File: src/rtl/operand_fetch.sv
// Operand fetch stage: drives register-bank read selects, forms operands A/B
// with writeback bypass and immediate select, tracks in-flight destination
// writes in a scoreboard, and hands one registered bundle to execute over a
// valid/ready handshake.
module operand_fetch #(
  parameter int NREGS  = 32,
  parameter int DATA_W = 32
) (
  input  logic              clk,
  input  logic              reset,
  input  logic              in_valid,
  output logic              in_ready,
  input  logic [4:0]        in_rn,
  input  logic [4:0]        in_rm,
  input  logic [4:0]        in_rd,
  input  logic              in_use_rn,
  input  logic              in_use_rm,
  input  logic              in_use_imm,
  input  logic              in_writes_rd,
  input  logic [DATA_W-1:0] in_imm,
  input  logic [3:0]        in_op,
  output logic [4:0]        rf_read_sel_1,
  output logic [4:0]        rf_read_sel_2,
  input  logic [DATA_W-1:0] rf_read_data_1,
  input  logic [DATA_W-1:0] rf_read_data_2,
  input  logic              wb_write,
  input  logic [4:0]        wb_sel,
  input  logic [DATA_W-1:0] wb_data,
  output logic              out_valid,
  input  logic              out_ready,
  output logic [DATA_W-1:0] out_op_a,
  output logic [DATA_W-1:0] out_op_b,
  output logic [4:0]        out_rd,
  output logic              out_writes_rd,
  output logic [3:0]        out_op,
  output logic [15:0]       stall_cycles
);

  // Saturating increment for the stall counter; it sticks at all-ones.
  function automatic logic [15:0] sat_inc(input logic [15:0] v);
    return (v == 16'hFFFF) ? v : v + 16'd1;
  endfunction

  logic [NREGS-1:0]  pending;
  logic [NREGS-1:0]  pending_nxt;
  logic              vld_p0;
  logic [DATA_W-1:0] op_a_p0;
  logic [DATA_W-1:0] op_b_p0;
  logic [4:0]        rd_p0;
  logic              writes_rd_p0;
  logic [3:0]        op_p0;
  logic [15:0]       stall_cnt;

  logic byp_a, byp_b, byp_d;
  logic raw, waw, hazard, accept;
  logic [DATA_W-1:0] op_a_nxt, op_b_nxt;

  assign rf_read_sel_1 = in_rn;
  assign rf_read_sel_2 = in_rm;

  // Hazard detection, bypass and operand selection for the incoming instruction.
  always_comb begin
    byp_a  = wb_write && (wb_sel == in_rn);
    byp_b  = wb_write && (wb_sel == in_rm);
    byp_d  = wb_write && (wb_sel == in_rd);
    // A writeback landing this cycle resolves the dependency, so it masks the stall.
    raw    = (in_use_rn && pending[in_rn] && !byp_a)
          || (in_use_rm && !in_use_imm && pending[in_rm] && !byp_b);
    waw    = in_writes_rd && pending[in_rd] && !byp_d;
    hazard = raw || waw;
    // Deliberately independent of in_valid so upstream can use it as a pure grant.
    in_ready = !hazard && (!vld_p0 || out_ready);
    accept   = in_valid && in_ready;
    op_a_nxt = byp_a ? wb_data : rf_read_data_1;
    op_b_nxt = in_use_imm ? in_imm : (byp_b ? wb_data : rf_read_data_2);
  end

  // Scoreboard update: writeback clears first, a new destination then sets (set wins).
  always_comb begin
    pending_nxt = pending;
    if (wb_write) pending_nxt[wb_sel] = 1'b0;
    if (accept && in_writes_rd) pending_nxt[in_rd] = 1'b1;
  end

  // Stage p0: registered operand bundle towards execute.
  always_ff @(posedge clk) begin
    if (reset) begin
      vld_p0       <= 1'b0;
      op_a_p0      <= '0;
      op_b_p0      <= '0;
      rd_p0        <= '0;
      writes_rd_p0 <= 1'b0;
      op_p0        <= '0;
    end else if (accept) begin
      vld_p0       <= 1'b1;
      op_a_p0      <= op_a_nxt;
      op_b_p0      <= op_b_nxt;
      rd_p0        <= in_rd;
      writes_rd_p0 <= in_writes_rd;
      op_p0        <= in_op;
    end else if (out_ready) begin
      vld_p0       <= 1'b0;
    end
  end

  // Scoreboard register.
  always_ff @(posedge clk) begin
    if (reset) pending <= '0;
    else       pending <= pending_nxt;
  end

  // Hazard stall counter; cycles lost only to backpressure are not counted.
  always_ff @(posedge clk) begin
    if (reset)                   stall_cnt <= '0;
    else if (in_valid && hazard) stall_cnt <= sat_inc(stall_cnt);
  end

  assign out_valid     = vld_p0;
  assign out_op_a      = op_a_p0;
  assign out_op_b      = op_b_p0;
  assign out_rd        = rd_p0;
  assign out_writes_rd = writes_rd_p0;
  assign out_op        = op_p0;
  assign stall_cycles  = stall_cnt;

endmodule

File: config.mk
export PLATFORM = sky130hd
export DESIGN_NAME = operand_fetch
export DESIGN_NICKNAME = d
export VERILOG_FILES = /design/src/rtl/operand_fetch.sv
export SDC_FILE = /design/constraint.sdc
export NUM_CORES = 1
export LEC_CHECK = 0
export BUFFER_PORTS_ARGS = -buffer_cell sky130_fd_sc_hd__buf_2
export CORE_UTILIZATION = 54
export DETAILED_ROUTE_END_ITERATION = 7
export GPL_ROUTABILITY_DRIVEN = 1
export PLACE_DENSITY = 0.82
export SETUP_SLACK_MARGIN = 0.5
export SYNTH_ARGS = -nofsm -noshare
export SYNTH_HDL_FRONTEND = slang
export SYNTH_SLANG_ARGS = --single-unit
File: constraint.sdc
create_clock -name clk -period 10.4 [get_ports clk]
set_input_delay 2.08 -clock clk [delete_from_list [all_inputs] [get_ports clk]]
set_output_delay 2.08 -clock clk [all_outputs]
set_load 0.05 [all_outputs]
Word level (Yosys, flattened, before mapping):

Index checks and enable logic that the tools add are counted.

* register bits: 123
* latch bits: 0
* RAM bits: 0
* bits in read-only memories: 0
* input port bits: 161
* output and inout port bits: 102
* memories kept: 0

* add/subtract/negate cells: 1
* $mul: 0
* divide/modulo/power cells: 0
* $lt $le $gt $ge: 6
* eq/ne operators: 4
* shift operators: 0
* mux-type cells: 17
* bitwise operators: 4
* reductions and logical operators: 27

Operator list (number)
* 32-bit 2-to-1 mux: 5
* 32-bit AND: 1
* 32-bit NOT: 1
* 32-bit bitwise OR: 1
* 5-bit by 6-bit < comparator with 1-bit output (second input constant): 4
* 16-bit by 1-bit adder with 16-bit output (second input constant): 1
* 16-bit == test (second input constant): 1
* 1-bit logical AND: 16
* 1-bit binary-select mux with 5-bit select: 3
* 5-bit == test: 3
* 1-bit demux with 5-bit select: 2
* 5-bit by 1-bit greater-or-equal comparator with 1-bit output (second input constant): 2
* 1-bit 2-to-1 mux: 7
* 1-bit zero test: 6
* 1-bit logical OR: 3
* 2-bit AND reduction: 1
* 2-bit nonzero test: 1
* 1-bit NOT: 1

Depth between registers and ports, before layout:

Gate-level depths: netlist (run 1).

* depth in word-level cells: 11
* gate-level depth with buffers: 12

Least setup slack after synthesis (run 1):

Ideal clock, no wire load.

* path kind: input -> output
* start point: input in_rm[0]
* end point: output in_ready
* data arrival time: 4.472 ns
* setup slack: 3.848 ns
* cell stages on the path: 10
* buffers on the path: 4
* cell sequence: buf_6 > mux4_2 > nor2b_1 > a2111oi_4 > a2111oi_4 > a311oi_2 > buf_6 > buf_2 > buf_2 > and2_1

* longest elaborated chain between the ends: 8
* elaborated cells on any way between the ends: 11

Ends and longest elaborated chain
* start: declaration: RTL line 14 `input logic [4:0] in_rm,`
* 1-bit binary-select mux with 5-bit select or 5-bit == test (tied branches): RTL line 68, 64
* 1-bit 2-to-1 mux (implied by the code) or 1-bit logical AND (tied branches): RTL line 68, 64
* 1-bit logical AND or 1-bit zero test (tied branches): RTL line 68 `|| (in_use_rm && !in_use_imm && pending[in_rm] && !byp_b);`
* 1-bit logical AND (*): RTL line 68
* 1-bit logical OR (*): RTL line 68
* 1-bit logical OR (*): RTL line 70 `hazard = raw || waw;`
* 1-bit zero test (*): RTL line 72 `in_ready = !hazard && (!vld_p0 || out_ready);`
* 1-bit logical AND (*): RTL line 72
* end: declaration: RTL line 12 `output logic in_ready,`

Mark *: on every way between the ends. The rest lies on a longest branch, timed or not. The select of a mux whose other input is x is not followed.

Worst setup path after layout (run 1):

* start point: input in_rd[0]
* end point: output in_ready

* longest elaborated chain between the ends: 7
* elaborated cells on any way between the ends: 10

Ends and longest elaborated chain
* start: declaration: RTL line 15 `input logic [4:0] in_rd,`
* 1-bit binary-select mux with 5-bit select or 5-bit == test (tied branches): RTL line 69, 65
* 1-bit 2-to-1 mux (implied by the code) or 1-bit logical AND (tied branches): RTL line 69, 65
* 1-bit logical AND or 1-bit zero test (tied branches): RTL line 69 `waw = in_writes_rd && pending[in_rd] && !byp_d;`
* 1-bit logical AND (*): RTL line 69
* 1-bit logical OR (*): RTL line 70
* 1-bit zero test (*): RTL line 72
* 1-bit logical AND (*): RTL line 72

Marked as above.

==> parameters.txt, run 1 <==
Parameter                              Value

Power
  Largest voltage drop on the vdd net ... 0.120 mV
  Leak Pwr ... 3.54 nW
  Power Dens Cells ... 156 nW/µm²

Placement
  DPL Wire Length ... ~17 mm
  IO buf count ... 262
  Final Wtd Congestion ... around 0.97

Timing
  Number of pins with negative max-slew slack in the final report ... 0
  Worst Hold Margin ... 0.473 ns
  Count of endpoints failing hold in the final timing report ... 0
  Final min period ... 6.43 ns
  Number of setup violations in the final report ... 0
  Unrepaired setup endpoints after global routing ... no
  Maximum clock rate ... 156 MHz
  Slew at the pin closest to its max-slew limit ... 1.34 ns
  Total negative slack ... 0 ns
  Final period utilization ... 61.8%
  Worst relative slew slack ... between 10% and 20%
  Clock Skew ... 0.00750 ns

Critical path
  Most common cell on crit path ... sky130_fd_sc_hd__buf_2
  Number of gates on the worst path with buffers counted ... 8
  Buf/Inv on CP ... 2
  Launch point of the worst reg-to-reg path ... pending[0]$_SDFF_PP0_
  Worst setup path startpoint ... in_rd[0]
  Reg-to-reg endpoint ... pending[20]$_SDFF_PP0_
  Worst Path Required ... 8.32 ns
  Length in cells of the worst reg-to-reg path ... 9
  Capture point of the worst path ... in_ready
  Worst-path fanout max ... 23
  Worst-case register-to-register setup slack ... slightly below 7 ns
  Category of the worst setup path capture point ... primary output
  Worst endpoint data arrival time ... 4.35 ns
  Cell with the largest stage delay on the worst path ... sky130_fd_sc_hd__mux4_2
  Critical Path, Cell by Cell ... buf_2 > mux4_2 > a32oi_1 > o22ai_1 > o21bai_1 > a311oi_4 > and2_1 > buf_2
  Family of cells with the greatest summed delay on the critical path ... compound AO/OA/AOI/OAI gates
  Kind of start point of the critical path ... input port
  Slowest Stage Delay on Critical Path ... around 0.56 ns
  Category of the critical setup timing path ... input port to primary output

CTS
  TritonCTS buffer count ... 17
  Clock tree from TritonCTS ... done
  Post-cts gate resize count ... 0
  Maximum count of clock buffers along a single path ... 2
  CTS Root Cell ... sky130_fd_sc_hd__clkbuf_16
  Hold buffers post-CTS ... 0
  Setup bufs post-CTS ... 0
  Reg clk slew, reported paths ... 0.05 ns
  H-Tree Depth ... 4
  Number of sinks on the clock net ... 123
  Source-to-sink clock delay at the later pin of the worst-skew pair ... 0.42 ns

Final layout
  Net count of the finished layout ... 1,209
  Fin util ... 69.7%
  Area added between synthesis and finish ... 23.9%
  Commonest non-fill, non-tap cell in the layout ... sky130_fd_sc_hd__buf_2
  Fraction of layout cells with a size suffix above 1 ... a little under a third
  Leading cell types in the layout, fill and taps excluded ... sky130_fd_sc_hd__buf_2, sky130_fd_sc_hd__dfxtp_1, sky130_fd_sc_hd__o21ai_0, sky130_fd_sc_hd__mux2i_1, sky130_fd_sc_hd__a21oi_1
  Filler cells ... 1,077
  Register area ... 2460 µm²
  Multi-input gate area in the final layout ... between 4000 and 5000 µm²

Die
  Die X ... between 100 and 150 µm
  Placeable core region ... between 10,000 and 15,000 µm²
  Initial core utilization ... ~56%
  I/O pin total ... approximately 260
  Die Footprint ... between 10,000 and 15,000 µm²
  Row count ... roughly 40
  Floorplan die height ... between 100 and 150 µm

GRT
  Global Route Usage Sum ... 35.1%
  Maximum number of pins on one net before global-route repair ... 92
  First-pass GRT wire length ... around 38 mm
  Remaining Overflow, GRT ... 0
  Number of antenna violations at the first check in global routing ... 2
  Vias in the first global route ... 7,169

Synth
  Mapped Cells ... 852
  Sequential element share of the synthesized area ... 34.1%
  Cell area after technology mapping ... 7210 µm²
  Number of distinct library cells after synthesis ... 54
  Yosys reg bits ... between 100 and 150
  Synth Net Count ... 1,014
  Share of synthesized registers carrying an async set or reset ... 0%
  Average cell area after synthesis ... 8.46 µm²
  Commonest register cell after synthesis ... sky130_fd_sc_hd__dfxtp_1
  Yosys warning total ... 0
  EDFF count, synth ... 0

Detailed routing
  Final WL ... between 20 and 25 mm
  Number of antenna-violating nets in the routed design ... 0
  Initial DRT Pass Iterations ... 6
  Met2 Routed Length ... 11.5 mm
  Total via count in the routed design ... between 7,000 and 8,000
  Number of design-rule violations left by the first detailed-router iteration ... 786
  Ratio of routed vias to standard cells ... 6.19
  Sum of met3 wire segment lengths after detailed routing ... 2.61 mm
  Uppermost layer routed ... met4
  Post-detailed-route wirelength per cell ... 19.9 µm
  Detailed-routing wirelength on met1 ... 9.70 mm
  Total DRC errors in the routed layout ... 0

Status
  Outcome ... finished clean

Job
  Number of violations of the max-capacitance limit ... 0

Worst hold path
  Kind of path behind the tightest hold check ... flip-flop to flip-flop
[routing by layer]
metal | vias up | GRT usage (%)
met3 | 61 | 9.59
li1 | 3557 | -
met1 | 3566 | 44.7
met4 | 0 | 13.5
met2 | 460 | 56.3
met5 | - | 0
[registers in the layout, indices dropped and copies added (netlist names)]
register,cells
out_op,4
out_op_a,32
out_op_b,32
out_rd,5
out_valid,1
out_writes_rd,1
pending,32
stall_cycles,16
[tightest hold or removal path: cells and delay by family (launching register included)]
kind / cells / cell delay, ns
DFF: 1 / 0.30
AOI/OAI and AO/OA: 2 / 0.12
[synth_stat cells, types with 2 or more instances]
master                      instances  area (µm²)
sky130_fd_sc_hd__dfxtp_1          123        2460
sky130_fd_sc_hd__o21ai_0           93         465
sky130_fd_sc_hd__mux2i_1           86         861
sky130_fd_sc_hd__a21oi_1           85         425
sky130_fd_sc_hd__nand2_1           75         282
sky130_fd_sc_hd__nand3_1           74         370
sky130_fd_sc_hd__clkbuf_1          52         195
sky130_fd_sc_hd__a211oi_1          33         248
sky130_fd_sc_hd__o31ai_1           24         180
sky130_fd_sc_hd__buf_2             19        95.1
sky130_fd_sc_hd__o211ai_1          16         120
sky130_fd_sc_hd__mux4_2            15         338
sky130_fd_sc_hd__buf_4             14         105
sky130_fd_sc_hd__nor2_1            12        45.0
sky130_fd_sc_hd__xnor2_1            9        78.8
sky130_fd_sc_hd__and3_1             8        50.1
sky130_fd_sc_hd__nor2b_1            8        50.1
sky130_fd_sc_hd__nor3_1             8        40.0
sky130_fd_sc_hd__nor3b_1            8        60.1
sky130_fd_sc_hd__or4_1              8        60.1
sky130_fd_sc_hd__nand3b_1           7        52.6
sky130_fd_sc_hd__nand4_1            6        37.5
sky130_fd_sc_hd__xor2_1             6        52.6
sky130_fd_sc_hd__inv_1              5        18.8
sky130_fd_sc_hd__or3_1              5        31.3
sky130_fd_sc_hd__and2_1             4        25.0
sky130_fd_sc_hd__buf_1              4        15.0
sky130_fd_sc_hd__buf_6              4        45.0
sky130_fd_sc_hd__mux2_2             4        45.0
sky130_fd_sc_hd__nor4_1             3        18.8
sky130_fd_sc_hd__o22ai_1            3        18.8
sky130_fd_sc_hd__a2111oi_4          2        55.1
sky130_fd_sc_hd__a22oi_1            2        15.0
sky130_fd_sc_hd__a32oi_1            2        17.5
sky130_fd_sc_hd__a41oi_1            2        17.5
sky130_fd_sc_hd__nand2b_1           2        12.5
sky130_fd_sc_hd__o21bai_1           2        15.0
sky130_fd_sc_hd__or2_2              2        12.5
sky130_fd_sc_hd__or3b_2             2        17.5
[cell type report]
cell class	instances	area share, %
antenna	2	0.0560
clock buffer	24	5.17
clock inverter	8	1.32
inverter	6	0.252
multi-input combinational	629	47.9
sequential	123	27.6
tap	172	2.41
timing repair buffer	270	15.4
[per-stage QoR]
stage	instance area (µm²)	setup WS, ns	power, mW	instances
after floorplan	7210	3.85	0.725	852
after global placement	8350	4.00	0.808	1200
after detailed placement	8350	3.99	0.810	1200
after CTS	8930	3.98	1.40	1232
after global routing	8930	3.86	1.45	1233
final	8940	3.97	1.40	1234
[worst min-delay path by stage]
stage	start	end	depth (start not counted)
5_1_grt	out_op_b[7]$_SDFFE_PP0P_	out_op_b[7]$_SDFFE_PP0P_	2
6_report	out_op_b[21]$_SDFFE_PP0P_	out_op_b[21]$_SDFFE_PP0P_	2
3_3_place_gp	out_op_b[17]$_SDFFE_PP0P_	out_op_b[17]$_SDFFE_PP0P_	2
2_1_floorplan	pending[6]$_SDFF_PP0_	pending[6]$_SDFF_PP0_	2
3_5_place_dp	out_op_b[7]$_SDFFE_PP0P_	out_op_b[7]$_SDFFE_PP0P_	2
4_1_cts	out_op_b[7]$_SDFFE_PP0P_	out_op_b[7]$_SDFFE_PP0P_	2
[cell families after synthesis]
logic type      after synthesis  share of synthesized area [%]
buf+inv                     100                           6.90
mux                         106                           17.4
flops                       123                           34.1
compound gates              273                           23.1
simple gates                234                           16.5
fa+ha+maj                     1                          0.173
xor+xnor                     15                           1.82
[power by group]
group	total (mW)	switching, mW	leakage [nW]	internal, mW
Clock	0.593	0.211	0.282	0.381
Sequential	0.508	0.0122	1.00	0.496
Combinational	0.297	0.212	2.25	0.0846
Total	1.40	0.436	3.54	0.962
(Power assumes the default switching activity.)
==> inputs of run 2 (changes only) <==
Settings changed: ABC_AREA set to 1, CORE_UTILIZATION 54 to 51, PLACE_DENSITY 0.82 to 0.77.
Clock period 10.4 ns to 6.55 ns, I/O delays scaled along.
==> parameters.txt, run 2 <==
Parameter                              Value

Placement
  DPL Wire Length ... 17.8 mm
  Worst slack, placed ... approximately 1.9 ns
  Final Wtd Congestion ... about 0.96
  IO buf count ... roughly 260

Detailed routing
  Ratio of routed vias to standard cells ... 5.38
  Detailed-routing wirelength on met1 ... 10.6 mm
  Sum of met3 wire segment lengths after detailed routing ... 2.28 mm
  Met2 Routed Length ... between 10 and 15 mm
  Number of design-rule violations left by the first detailed-router iteration ... 865
  Total via count in the routed design ... 8,994
  Total DRC errors in the routed layout ... 0
  Initial DRT Pass Iterations ... 5
  Post-detailed-route wirelength per cell ... ~15 µm
  Number of antenna-violating nets in the routed design ... 0
  Final WL ... 24.8 mm
  Uppermost layer routed ... met4

Timing
  Clock Skew ... 0.0119 ns
  Final worst setup slack ... 1.82 ns
  Number of pins with negative max-slew slack in the final report ... 0
  Slew at the pin closest to its max-slew limit ... 0.935 ns
  Unrepaired setup endpoints after global routing ... no
  Total negative slack ... 0 ns
  Final period utilization ... 72.2%
  Number of setup violations in the final report ... 0
  Worst relative slew slack ... between 30% and 40%
  Maximum clock rate ... 211 MHz
  Final min period ... ~4.7 ns
  Count of endpoints failing hold in the final timing report ... 0

GRT
  Vias in the first global route ... approximately 7,500
  Remaining Overflow, GRT ... 0
  Global Route Usage Sum ... 31.8%
  Number of antenna violations at the first check in global routing ... 0
  Maximum number of pins on one net before global-route repair ... 73
  First-pass GRT wire length ... 37.7 mm

Critical path
  Launch point of the worst reg-to-reg path ... pending[19]$_SDFF_PP0_
  Length in cells of the worst reg-to-reg path ... 15
  Worst endpoint data arrival time ... 3.42 ns
  Family of cells with the greatest summed delay on the critical path ... buffers and inverters
  Reg-to-reg endpoint ... out_valid$_SDFFE_PP0P_
  Slowest Stage Delay on Critical Path ... 0.39 ns
  Worst-case register-to-register setup slack ... approximately 3.5 ns
  Buf/Inv on CP ... 4
  Critical Path, Cell by Cell ... buf_2 > inv_1 > o21ai_0 > nor2_1 > nand3_2 > nand2_1 > inv_1 > nand3_1 > nand3_4 > nor2_4 > buf_2
  Kind of start point of the critical path ... input port
  Category of the worst setup path capture point ... primary output
  Cell with the largest stage delay on the worst path ... sky130_fd_sc_hd__inv_1
  Worst-path fanout max ... 21
  Worst Path Required ... 5.24 ns
  Category of the critical setup timing path ... input port to primary output

CTS
  Post-cts gate resize count ... 0
  Number of sinks on the clock net ... 123
  Hold buffers post-CTS ... 0
  Clock tree from TritonCTS ... done
  Source-to-sink clock delay at the later pin of the worst-skew pair ... about 0.42 ns
  Reg clk slew, reported paths ... 0.06 ns
  H-Tree Depth ... 4
  Setup bufs post-CTS ... 0
  TritonCTS buffer count ... 17
  CTS Root Cell ... sky130_fd_sc_hd__clkbuf_16
  Maximum count of clock buffers along a single path ... 2

Synth
  Average cell area after synthesis ... 5.93 µm²
  EDFF count, synth ... 0
  Yosys warning total ... 0
  Count leader, synth ... sky130_fd_sc_hd__nand2_1
  Number of distinct library cells after synthesis ... 27
  Commonest register cell after synthesis ... sky130_fd_sc_hd__dfxtp_1
  Cell area after technology mapping ... 7580 µm²
  Mapped Cells ... between 1,000 and 1,500
  Yosys reg bits ... 123
  Share of synthesized registers carrying an async set or reset ... 0%
  Biggest area consumer among synthesized cells ... sky130_fd_sc_hd__dfxtp_1
  Synth top area share ... 32.5%
  Synth Net Count ... 1,441
  Top cells by area, synth ... sky130_fd_sc_hd__dfxtp_1, sky130_fd_sc_hd__nand2_1, sky130_fd_sc_hd__nor2_1, sky130_fd_sc_hd__o21ai_0, sky130_fd_sc_hd__inv_1
  Synth top cells by count ... sky130_fd_sc_hd__nand2_1, sky130_fd_sc_hd__nor2_1, sky130_fd_sc_hd__o21ai_0
  Sequential element share of the synthesized area ... 32.5%

Die
  I/O pin total ... 263
  Placeable core region ... 14,500 µm²
  Die X ... between 100 and 150 µm
  Die Footprint ... about 15,000 µm²
  Floorplan die height ... about 120 µm
  Row count ... 44
  Initial core utilization ... 52.2%

Final layout
  Area added between synthesis and finish ... 23.3%
  Filler cells ... 1,464
  Leading cell types in the layout, fill and taps excluded ... sky130_fd_sc_hd__nand2_1, sky130_fd_sc_hd__buf_2, sky130_fd_sc_hd__nor2_1, sky130_fd_sc_hd__o21ai_0, sky130_fd_sc_hd__inv_1
  Commonest non-fill, non-tap cell in the layout ... sky130_fd_sc_hd__nand2_1
  Fraction of layout cells with a size suffix above 1 ... 20.9%
  Total inserted antenna cells ... 0
  Net count of the finished layout ... 1,637

Worst hold path
  Worst Hold Endpoint ... out_writes_rd$_SDFFE_PP0P_
  Launch point of the worst hold path ... out_writes_rd$_SDFFE_PP0P_
  Worst hold path cell count ... 2
  Kind of path behind the tightest hold check ... flip-flop to flip-flop

Power
  PnR Total Power ... 2.36 mW
  Power Dens Cells ... 252 nW/µm²
  Leak Pwr ... 4.60 nW
  Largest voltage drop on the vdd net ... between 0.2 and 0.25 mV

Status
  Outcome ... finished clean

Job
  Number of violations of the max-capacitance limit ... 0
## run 2: final cells by class
cell class | instances | area (µm²) | share of cell area, %
inverter | 144 | 541 | 5.78
tap | 184 | 230 | 2.46
clock inverter | 13 | 168 | 1.79
clock buffer | 19 | 443 | 4.74
multi-input combinational | 922 | 4160 | 44.5
timing repair buffer | 267 | 1350 | 14.4
sequential | 123 | 2460 | 26.3
## run 2: kinds of logic after synthesis
logic type / Yosys count / synth area share (%)
compound gates: 249 / 16.7
xor+xnor: 13 / 1.50
fa+ha+maj: 1 / 0.165
buf+inv: 234 / 12.7
flops: 123 / 32.5
simple gates: 659 / 36.4
## run 2: worst max path at each step
stage                  start        to  slack, ns  cells past startpoint
floorplan           in_rd[0]  in_ready       2.36                     15
global placement    in_rn[0]  in_ready       1.90                     11
detailed placement  in_rn[0]  in_ready       1.87                     11
CTS                 in_rn[0]  in_ready       1.87                     11
global route        in_rn[0]  in_ready       1.67                     11
finish              in_rn[0]  in_ready       1.82                     11
## run 2: power by group
part / internal [mW] / switching, mW / leakage (nW)
Sequential: 0.798 / 0.0237 / 1.01
Clock: 0.610 / 0.361 / 0.282
Combinational: 0.146 / 0.420 / 3.31
## run 2: stage by stage
| stage | area [µm²] | util (%) | hold WS (ns) | cells |
|---|---|---|---|---|
| 3_3_place_gp | 8740 | 60.1 | 0.447 | 1640 |
| 6_report | 9350 | 64.4 | 0.469 | 1672 |
| 3_5_place_dp | 8740 | 60.1 | 0.460 | 1640 |
| 2_1_floorplan | 7580 | - | 0.454 | 1279 |
| 5_1_grt | 9350 | 64.4 | 0.497 | 1672 |
| 4_1_cts | 9350 | 64.4 | 0.473 | 1672 |
## run 2: tightest hold or removal path, cell delays in order (launching register included)
cell,delay (ns)
sky130_fd_sc_hd__dfxtp_1,0.31
sky130_fd_sc_hd__nand2_1,0.06
sky130_fd_sc_hd__a21oi_1,0.05
## run 2: routing by layer
layer | vias to the layer above | global-route usage, %
li1 | 4489 | -
met1 | 4029 | 42.0
met2 | 441 | 51.0
met3 | 35 | 7.42
met4 | 0 | 10.7
met5 | - | 0
